### src/rtl/mem_access_pkg.sv
// Shared types and defaults for the load/store sequencer that sits in front of Data_Memory.
package mem_access_pkg;

    localparam int ADDR_W_DEF  = 8;
    localparam int DATA_W_DEF  = 16;
    localparam int RF_AW_DEF   = 4;
    localparam int RD_WAIT_DEF = 1;

    localparam logic OP_LOAD  = 1'b0;
    localparam logic OP_STORE = 1'b1;

    typedef enum logic [1:0] {
        IDLE  = 2'd0,
        LD_RD = 2'd1,
        LD_WB = 2'd2,
        ST_WR = 2'd3
    } state_t;

    // A zero read wait still needs a one-bit counter so the compare stays well formed.
    function automatic int cntWidth(input int waitCycles);
        return (waitCycles > 0) ? $clog2(waitCycles + 1) : 1;
    endfunction

endpackage

### src/rtl/mem_access_unit.sv
// Load/store sequencer: takes one controller request, drives Data_Memory and writes loads back to the RF.
module mem_access_unit
    import mem_access_pkg::*;
#(
    parameter int ADDR_W  = ADDR_W_DEF,
    parameter int DATA_W  = DATA_W_DEF,
    parameter int RF_AW   = RF_AW_DEF,
    parameter int RD_WAIT = RD_WAIT_DEF
) (
    input  logic              clk,
    input  logic              rst_n,
    input  logic              req_valid,
    output logic              req_ready,
    input  logic              req_op,
    input  logic [ADDR_W-1:0] req_d,
    input  logic [RF_AW-1:0]  req_ra,
    input  logic [DATA_W-1:0] st_data,
    output logic [ADDR_W-1:0] D_addr,
    output logic              D_rd,
    output logic              D_wr,
    output logic [DATA_W-1:0] D_W_data,
    input  logic [DATA_W-1:0] D_R_data,
    output logic [RF_AW-1:0]  RF_W_addr,
    output logic              RF_W_wr,
    output logic [DATA_W-1:0] RF_W_data,
    output logic              done
);

    localparam int               CNT_W     = cntWidth(RD_WAIT);
    localparam logic [CNT_W-1:0] WAIT_LAST = CNT_W'(RD_WAIT);

    state_t              r_state;
    state_t              w_next;
    logic                w_accept;
    logic                w_rdLast;
    logic [ADDR_W-1:0]   r_addr;
    logic [RF_AW-1:0]    r_ra;
    logic [DATA_W-1:0]   r_stData;
    logic [DATA_W-1:0]   r_rdData;
    logic [CNT_W-1:0]    r_wait;

    assign w_accept = (r_state == IDLE) && req_valid;
    assign w_rdLast = (r_wait == WAIT_LAST);

    always_ff @(posedge clk or negedge rst_n) begin
        if (!rst_n) begin
            r_state <= IDLE;
        end else begin
            r_state <= w_next;
        end
    end

    always_comb begin
        w_next = r_state;
        case (r_state)
            IDLE: begin
                if (req_valid) begin
                    w_next = (req_op == OP_STORE) ? ST_WR : LD_RD;
                end
            end
            LD_RD: begin
                if (w_rdLast) begin
                    w_next = LD_WB;
                end
            end
            LD_WB:   w_next = IDLE;
            ST_WR:   w_next = IDLE;
            default: w_next = IDLE;
        endcase
    end

    // Request fields are latched at accept so the memory side never sees req_* change mid-operation.
    always_ff @(posedge clk or negedge rst_n) begin
        if (!rst_n) begin
            r_addr   <= '0;
            r_ra     <= '0;
            r_stData <= '0;
            r_rdData <= '0;
            r_wait   <= '0;
        end else begin
            if (w_accept) begin
                r_addr   <= req_d;
                r_ra     <= req_ra;
                r_stData <= st_data;
                r_wait   <= '0;
            end
            if (r_state == LD_RD) begin
                if (w_rdLast) begin
                    r_rdData <= D_R_data;
                end else begin
                    r_wait <= r_wait + CNT_W'(1);
                end
            end
        end
    end

    assign req_ready = (r_state == IDLE);
    assign D_addr    = r_addr;
    assign D_rd      = (r_state == LD_RD);
    assign D_wr      = (r_state == ST_WR);
    assign D_W_data  = r_stData;
    assign RF_W_addr = r_ra;
    assign RF_W_wr   = (r_state == LD_WB);
    assign RF_W_data = r_rdData;
    assign done      = (r_state == LD_WB) || (r_state == ST_WR);

endmodule

### config.mk
export PLATFORM = sky130hd
export DESIGN_NAME = mem_access_unit
export DESIGN_NICKNAME = d
export VERILOG_FILES = /design/src/rtl/mem_access_pkg.sv /design/src/rtl/mem_access_unit.sv
export SDC_FILE = /design/constraint.sdc
export NUM_CORES = 1
export LEC_CHECK = 0
export ABC_AREA = 1
export BUFFER_PORTS_ARGS = -buffer_cell sky130_fd_sc_hd__clkbuf_2
export CORE_MARGIN = 2
export CORE_UTILIZATION = 35
export DETAILED_ROUTE_END_ITERATION = 10
export SLEW_MARGIN = 20
export SYNTH_ARGS = -nofsm -noshare
export SYNTH_HDL_FRONTEND = slang
export SYNTH_SLANG_ARGS = --single-unit
### constraint.sdc
create_clock -name clk -period 1.27 [get_ports clk]
set_input_delay 0.0635 -clock clk [delete_from_list [all_inputs] [get_ports clk]]
set_output_delay 0.0635 -clock clk [all_outputs]
set_load 0.02 [all_outputs]
==> out/metrics.yaml, run 1 <==
htree_levels: 2
drtPass1Iterations: 4
cp_top_family: "flip-flops"
period_share_pct: 97.8
min_from: "D_R_data[3]"
yosysUniqueCellTypes: 13
start_util_pct: 36.6
routed_via_density: 4.54
cts_tree: "built"
worst_slack_ps: 27.9
p_per_area_nw_per_um2: 2490
rsz0062_at_grt: "true"
r2r_cells: 6
hold_path.class: "input port to flop"
dieArea_um2: 5980
area_delta_synth_final_pct: 67.6
final.setup.tns_ps: 0
synthTopCellsByCount: "95 x nand2_1, 47 x dfrtp_1, 45 x nand3_1, 9 x buf_2, 4 x inv_1"
maxCapViolations: 0
routed.top_layer: "met4"
vdd_drop_max_mv: 1.11
worst_pin_slew_ps: 261
vias: 1945
synthTopCellsByArea: "dfrtp_1 62%, nand2_1 19%, nand3_1 12%"
wl_per_cell_um: 13.0
syn_inst: 212
status: "finished, final reports clean"
die_x_um: 77.4
criticalPathCategory: "flop to output pin"
met1Wirelength_um: 2420
grt_max_degree: 48
critPathMaxFanout: 3
setup_viol: 0
grt_overflow: 0
p_leak_nw: 1.77
hold_depth: 3
grt_pass1_vias: 1926
io_pins: 97
ys_seq_elements: 47
async_flop_share_pct: 100
rows: 26
slew_headroom_pct: 82.6
cpMaxStageDelayCell: "dfrtp_1"
worstPathRequired_ps: 1210
drt.antenna.violating_nets: 0
place_ws_ps: 64.2
worstSkewPairLatency_ps: 290
synth_area_per_cell_um2: 8.88
dpl.cell_count: 372
cts_sinks: 47
io_buffers: 96
crit_buf_inv: 4
dpl_cell_area_um2: 2480
wl_met3_um: 342
synth.most_common_cell: "nand2_1"
synth_top_flop_cell: "dfrtp_1"
r2r_end: "D_W_data[6]$_DFFE_PN0P_"
crit_chain: "buf_6 > buf_6 > nand2_4 > inv_2 > buf_8"
r2r_start: "r_state[1]$_DFFE_PN0P_"
whs_endpoint: "RF_W_data[3]$_DFFE_PN0P_"
hold_viol_final: 0
antenna_found_initial: 0
synth_edf_count: 0
crit_top_cell: "buf_6"
coreArea_um2: 5140
cts_root_buffer: "clkbuf_8"
end_kind: "output pin"
synth_top_area_cell: "dfrtp_1"
synth_seq_area_share_pct: 62.5
clkTransAtPathRegs_ps: 80
layout_min_cycle_time_ps: 1240
register_area_um2: 1180
drt_iter0_markers: 128
n_antenna_cell: 0
startpoint_type: "flop"
ys_warn_count: 0
fin_area_um2: 3160
syn_area_um2: 1880
slew_viol_final: 0
cts_inserted_buffers: 5
track_usage_pct: 18.8
synth_nets: 260
finalClockSkew_ps: 3.91
max_clock_freq_mhz: 805
die_h_um: 77.4
clock_path_buffers: 2
drive_gt1_share_pct: 36.3
grt_pass1_wl_um: 8860
slowest_delay_ps: 420
finalNetCount: 406
arrival_ps: 1180
hpwl_um: 3100
synth_top_area_share_pct: 62.5
drc: 0
stdcell_count: 428
fill_cells: 447
gp_congestion: 0.740
multi_input_area_um2: 657
rrSetupSlack_ps: 60
wl_met2_um: 2730
drt-total-wl_um: 5580
==> area by class of cell <==
class	count	share of cell area, %
Inverter	5	0.595
Sequential cell	47	37.3
Timing Repair Buffer	153	35.2
Clock buffer	6	2.30
Tap cell	70	2.78
Clock inverter	1	0.952
Multi-Input combinational cell	146	20.8
==> what timing repair did <==
| action | CTS | global route |
|---|---|---|
| endpoints found under the hold margin | 83 | 1 |
| gates resized for setup | 18 | 11 |
| pin swaps | 3 | 2 |
| setup buffers | 5 | 4 |
| hold buffers | 37 | 1 |
| setup endpoints to repair | 2 | 40 |
| gates cloned | 1 | 2 |
==> logic make-up after synthesis <==
kind of cell / share of synthesized area, %
buf+inv: 4.65
compound gates: 0.266
simple gates: 32.6
flops: 62.5
==> worst max path at each step <==
stage | to | from | slack [ps] | cells after the start
after floorplan | D_W_data[0]$_DFFE_PN0P_ | r_state[1]$_DFFE_PN0P_ | 200 | 4
after global placement | RF_W_data[3]$_DFFE_PN0P_ | r_state[1]$_DFFE_PN0P_ | 90 | 4
after detailed placement | RF_W_data[3]$_DFFE_PN0P_ | r_state[1]$_DFFE_PN0P_ | 60 | 4
after CTS | D_rd | r_state[0]$_DFFE_PN0P_ | -20 | 5
after global routing | D_wr | r_state[0]$_DFFE_PN0P_ | -30 | 5
final | D_wr | r_state[0]$_DFFE_PN0P_ | 30 | 5
==> metal layers <==
metal / global-route usage (%) / vias up
met4: 6.43 / 0
li1: - / 961
met3: 5.12 / 10
met2: 31.7 / 80
met1: 23.2 / 894
met5: 0 / -
==> worst register-to-register path: cells and delay by family (launching register included) <==
family        cells  cell delay (ps)
flops             1              450
buf+inv           2              300
simple gates      4              360
==> registers in the layout, indices dropped and copies added, names as in the netlist <==
name       flops
D_W_data      16
RF_W_data     16
D_addr         8
RF_W_addr      4
r_state        2
r_wait         1
==> report_power, final <==
part | switching [mW] | internal [mW] | total [mW] | leakage (nW)
logic | 2.51 | 1.65 | 4.16 | 1.14
registers | 0.437 | 2.23 | 2.66 | 0.579
clock network | 0.455 | 0.577 | 1.03 | 0.0513
==> placed cells by master (no fill, tap or decap) <==
| cell | Yosys | layout |
|---|---|---|
| nand2_1 | 95 | 93 |
| clkbuf_2 | 1 | 92 |
| dfrtp_1 | 47 | 46 |
| nand3_1 | 45 | 45 |
| dlygate4sd3_1 | 0 | 38 |
| buf_4 | 1 | 9 |
| clkbuf_8 | 0 | 5 |
| buf_6 | 0 | 5 |
| buf_8 | 0 | 5 |
| nor2_4 | 1 | 3 |
| inv_1 | 4 | 3 |
| inv_2 | 1 | 2 |
| nand2_4 | 0 | 2 |
| buf_12 | 0 | 2 |
| nand3_4 | 0 | 1 |
| o21ai_0 | 1 | 1 |
| nor2_1 | 3 | 1 |
| clkbuf_1 | 3 | 1 |
| bufinv_16 | 0 | 1 |
| clkbuf_4 | 0 | 1 |
| clkbuf_16 | 0 | 1 |
| dfrtp_2 | 0 | 1 |
==> metrics by stage <==
step / power, mW / util, % / hold WS [ps]
5_1_grt: 8.44 / 61.4 / 5.15
2_1_floorplan: 4.80 / - / -232
3_5_place_dp: 6.12 / 48.3 / 73.2
4_1_cts: 7.63 / 59.7 / 1.21
6_report: 7.85 / 61.4 / 4.28
3_3_place_gp: 6.07 / 48.3 / 74.4
(Power assumes the default switching activity.)
==> run 2: changes to the inputs <==
- ABC_AREA: 1 -> default
- CTS_CLUSTER_DIAMETER: default -> 40
- PLACE_DENSITY: default -> 0.64
==> run 2 against run 1 <==
Effect of this change:
- the run now ends with negative setup slack left
- sequential power rose by 3%
- routed wire length is 16% lower
- clock power decreased by 15%
- via count decreased by 27%
- setup slack got worse by 150 ps
- power fell by 1.8%
- highest routed layer unchanged
==> out/metrics.yaml, run 2 <==
setup_viol: 41  # +41
io_buffers: 96  # unchanged
pwr-share-clk_pct: 11.3  # -1.8 points
drt-total-wl_um: 4670  # -16%
n_antenna_cell: 0  # unchanged
start_util_pct: 35.7  # -0.96 points
violations: "negative setup slack"
synth_top_family_by_area: "multiplexers"
wl_per_cell_um: 14.2  # +8.9%
htree_levels: 2  # unchanged
combinationalPowerShare_pct: 53.0  # about the same
clkTransAtPathRegs_ps: 90  # about the same
rsz0062_at_grt: "true"
drtPass1Iterations: 4  # unchanged
synth_compound_area_share_pct: 0.903  # +0.64 points
fin_hold_ws_ps: 13.3  # +9.04 ps
cts_root_buffer: "clkbuf_8"
cts_inserted_buffers: 5  # unchanged
gp_congestion: 0.684  # -7.6%
p_seq_share_pct: 35.7  # +1.8 points
worstPathRequired_ps: 1450  # +240 ps
synth_area_per_cell_um2: 17.3  # +95%
place_ws_ps: -115  # -179 ps
period_share_pct: 109  # +12 points
synth_top_area_cell: "dfrtp_1"
grt_overflow: 0  # unchanged
synth_seq_area_share_pct: 60.6  # -1.9 points
rows: 27  # +3.8%
syn_inst: 112  # -47%
synth-adder-area-share_pct: 0  # unchanged
synth-simple-area-share_pct: 4.45  # -28 points
vias: 1425  # -27%
startpoint_type: "flop"
yosysUniqueCellTypes: 17  # +4
worst_pin_slew_ps: 298  # +37.2 ps
grt_pass1_wl_um: 7330  # -17%
synth_top_area_share_pct: 60.6  # -1.9 points
ys_seq_elements: 47  # unchanged
max_clock_freq_mhz: 720  # -11%
synth_edf_count: 0  # unchanged
synth.most_common_cell: "dfrtp_1"
finalNetCount: 304  # -25%
ys_warn_count: 0  # unchanged
dieArea_um2: 6160  # +2.9%
grt_max_degree: 48  # unchanged
final_cell_mix: "94 x clkbuf_2, 47 x dfrtp_1, 38 x dlygate4sd3_1"
synth_xor_area_share_pct: 0  # unchanged
layout_commonest_cell: "clkbuf_2"
synthTopCellsByCount: "47 x dfrtp_1, 24 x mux2_2, 20 x mux2_4, 4 x buf_6, 3 x nand2b_1"
switching_share_pct: 39.0  # -4.4 points
coreArea_um2: 5440  # +5.8%
hold_viol_final: 0  # unchanged
clock_path_buffers: 2  # unchanged
die_x_um: 78.5  # +1.4%
worst_slack_ps: -118  # -146 ps
worstSkewPairLatency_ps: 290  # about the same
critPathMaxFanout: 6  # +3
hold_path.class: "input port to flop"
syn_area_um2: 1940  # +3.1%
status: "finished with violations"
grt_pass1_vias: 1497  # -22%
drc: 0  # unchanged
rrSetupSlack_ps: -120  # -180 ps
track_usage_pct: 15.5  # -3.2 points
finalClockSkew_ps: 7.80  # +3.89 ps
p_sw_mw: 3.01  # -12%
io_pins: 97  # unchanged
cts_tree: "built"
drt_iter0_markers: 35  # -73%
maxCapViolations: 0  # unchanged
arrival_ps: 1570  # +390 ps
hpwl_um: 2730  # -12%
power.internal_mw: 4.71  # +5.8%
drt.antenna.violating_nets: 0  # unchanged
area_delta_synth_final_pct: 58.0
antenna_found_initial: 0  # unchanged
synth_top_flop_cell: "dfrtp_1"
drive_gt1_share_pct: 61.9  # +26 points
end_kind: "flop"
slew_headroom_pct: 80.1  # -2.5 points
layout_min_cycle_time_ps: 1390  # +146 ps
slew_viol_final: 0  # unchanged
synth_mux_area_share_pct: 29.4  # +29 points
synthTopCellsByArea: "dfrtp_1 61%, mux2_4 15%, mux2_2 14%"
vdd_drop_max_mv: 1.51  # +36%
synth_nets: 160  # -38%
criticalPathCategory: "flop to flop"
p_leak_nw: 1.56  # -12%
p_per_area_nw_per_um2: 2520  # +1.1%
async_flop_share_pct: 100  # unchanged
cts_sinks: 47  # unchanged
routed_via_density: 4.33  # -4.7%
die_h_um: 78.5  # +1.4%
[run 2: changes by cell type in the layout (fill, tap and decap cells not counted), sizes merged, moves of 5 or more]
cell   before  now
buf        21    9
mux2        0   44
nand2      95    1
inv         5    0
nand3      46    0
[run 2: what timing repair did]
action / 4_1_cts / 5_1_grt
pin swaps: 1 / 1
hold buffers: 35 / 3
setup buffers: 3 / 0
endpoints found under the hold margin: 81 / 3
gates cloned: 2 / 1
setup endpoints to repair: 46 / 48
resized for setup: 13 / 4
[run 2: kinds of logic (layout without fill, tap and decap cells)]
kind of cell / count (synthesis) / count (layout)
AND/OR/NAND/NOR: 11 / 12
flip-flops: 47 / 47
multiplexers: 44 / 44
buffers and inverters: 7 / 151
AO/OA/AOI/OAI: 3 / 3
[run 2: path summary, 6_finish.rpt]
path                            cells past startpoint                        end                     start
worst max-delay path                                4    D_W_data[3]$_DFFE_PN0P_    r_state[1]$_DFFE_PN0P_
worst min-delay path                                2  RF_W_data[12]$_DFFE_PN0P_              D_R_data[12]
worst max register to register                      4    D_W_data[3]$_DFFE_PN0P_    r_state[1]$_DFFE_PN0P_
worst min register to register                      1   RF_W_data[2]$_DFFE_PN0P_  RF_W_data[2]$_DFFE_PN0P_
max in group asynchronous                           3    D_W_data[1]$_DFFE_PN0P_                     rst_n
min in group asynchronous                           3   RF_W_data[3]$_DFFE_PN0P_                     rst_n
[run 2: area by class of cell]
| cell class | count | area [um2] |
|---|---|---|
| Tap cell | 72 | 90.1 |
| Clock buffer | 6 | 72.6 |
| Fill cell | 465 | 2370 |
| Multi-Input combinational cell | 59 | 731 |
| Clock inverter | 2 | 12.5 |
| Sequential cell | 47 | 1180 |
| Timing Repair Buffer | 143 | 983 |
[run 2: power groups by stage]
stage               registers [mW]  logic (mW)  clock network, mW
global route                  2.84        4.34              0.983
CTS                           2.74        4.14              0.903
global placement              2.71        3.65                  0
detailed placement            2.73        3.71                  0
finish                        2.75        4.09              0.871
floorplan                     3.58        1.80                  0
[run 2: critical path: stages, from the launching register on]
cell and delay, ps:
dfrtp_1 430, nor3b_4 270, buf_6 160, buf_12 120, mux2_4 300
[run 2: layer usage]
metal  wire (um)  share of wire [%]  global-route usage (%)
met4          22               0.47                    5.96
met1        1930                 41                    19.7
met2        2490                 53                    25.3
met3         230                4.9                    4.37
met5           0                  0                       0
[run 2: metrics by stage]
stage / util [%] / instances / TNS [ps] / power [mW] / area (um2)
final: 56.4 / 329 / -2700 / 7.71 / 3070
after global routing: 56.4 / 329 / -5160 / 8.16 / 3070
after CTS: 55.9 / 327 / -3080 / 7.78 / 3040
after detailed placement: 45.9 / 279 / -3520 / 6.45 / 2500
after global placement: 45.9 / 279 / -1780 / 6.36 / 2500
after floorplan: - / 112 / -2440 / 5.38 / 1940
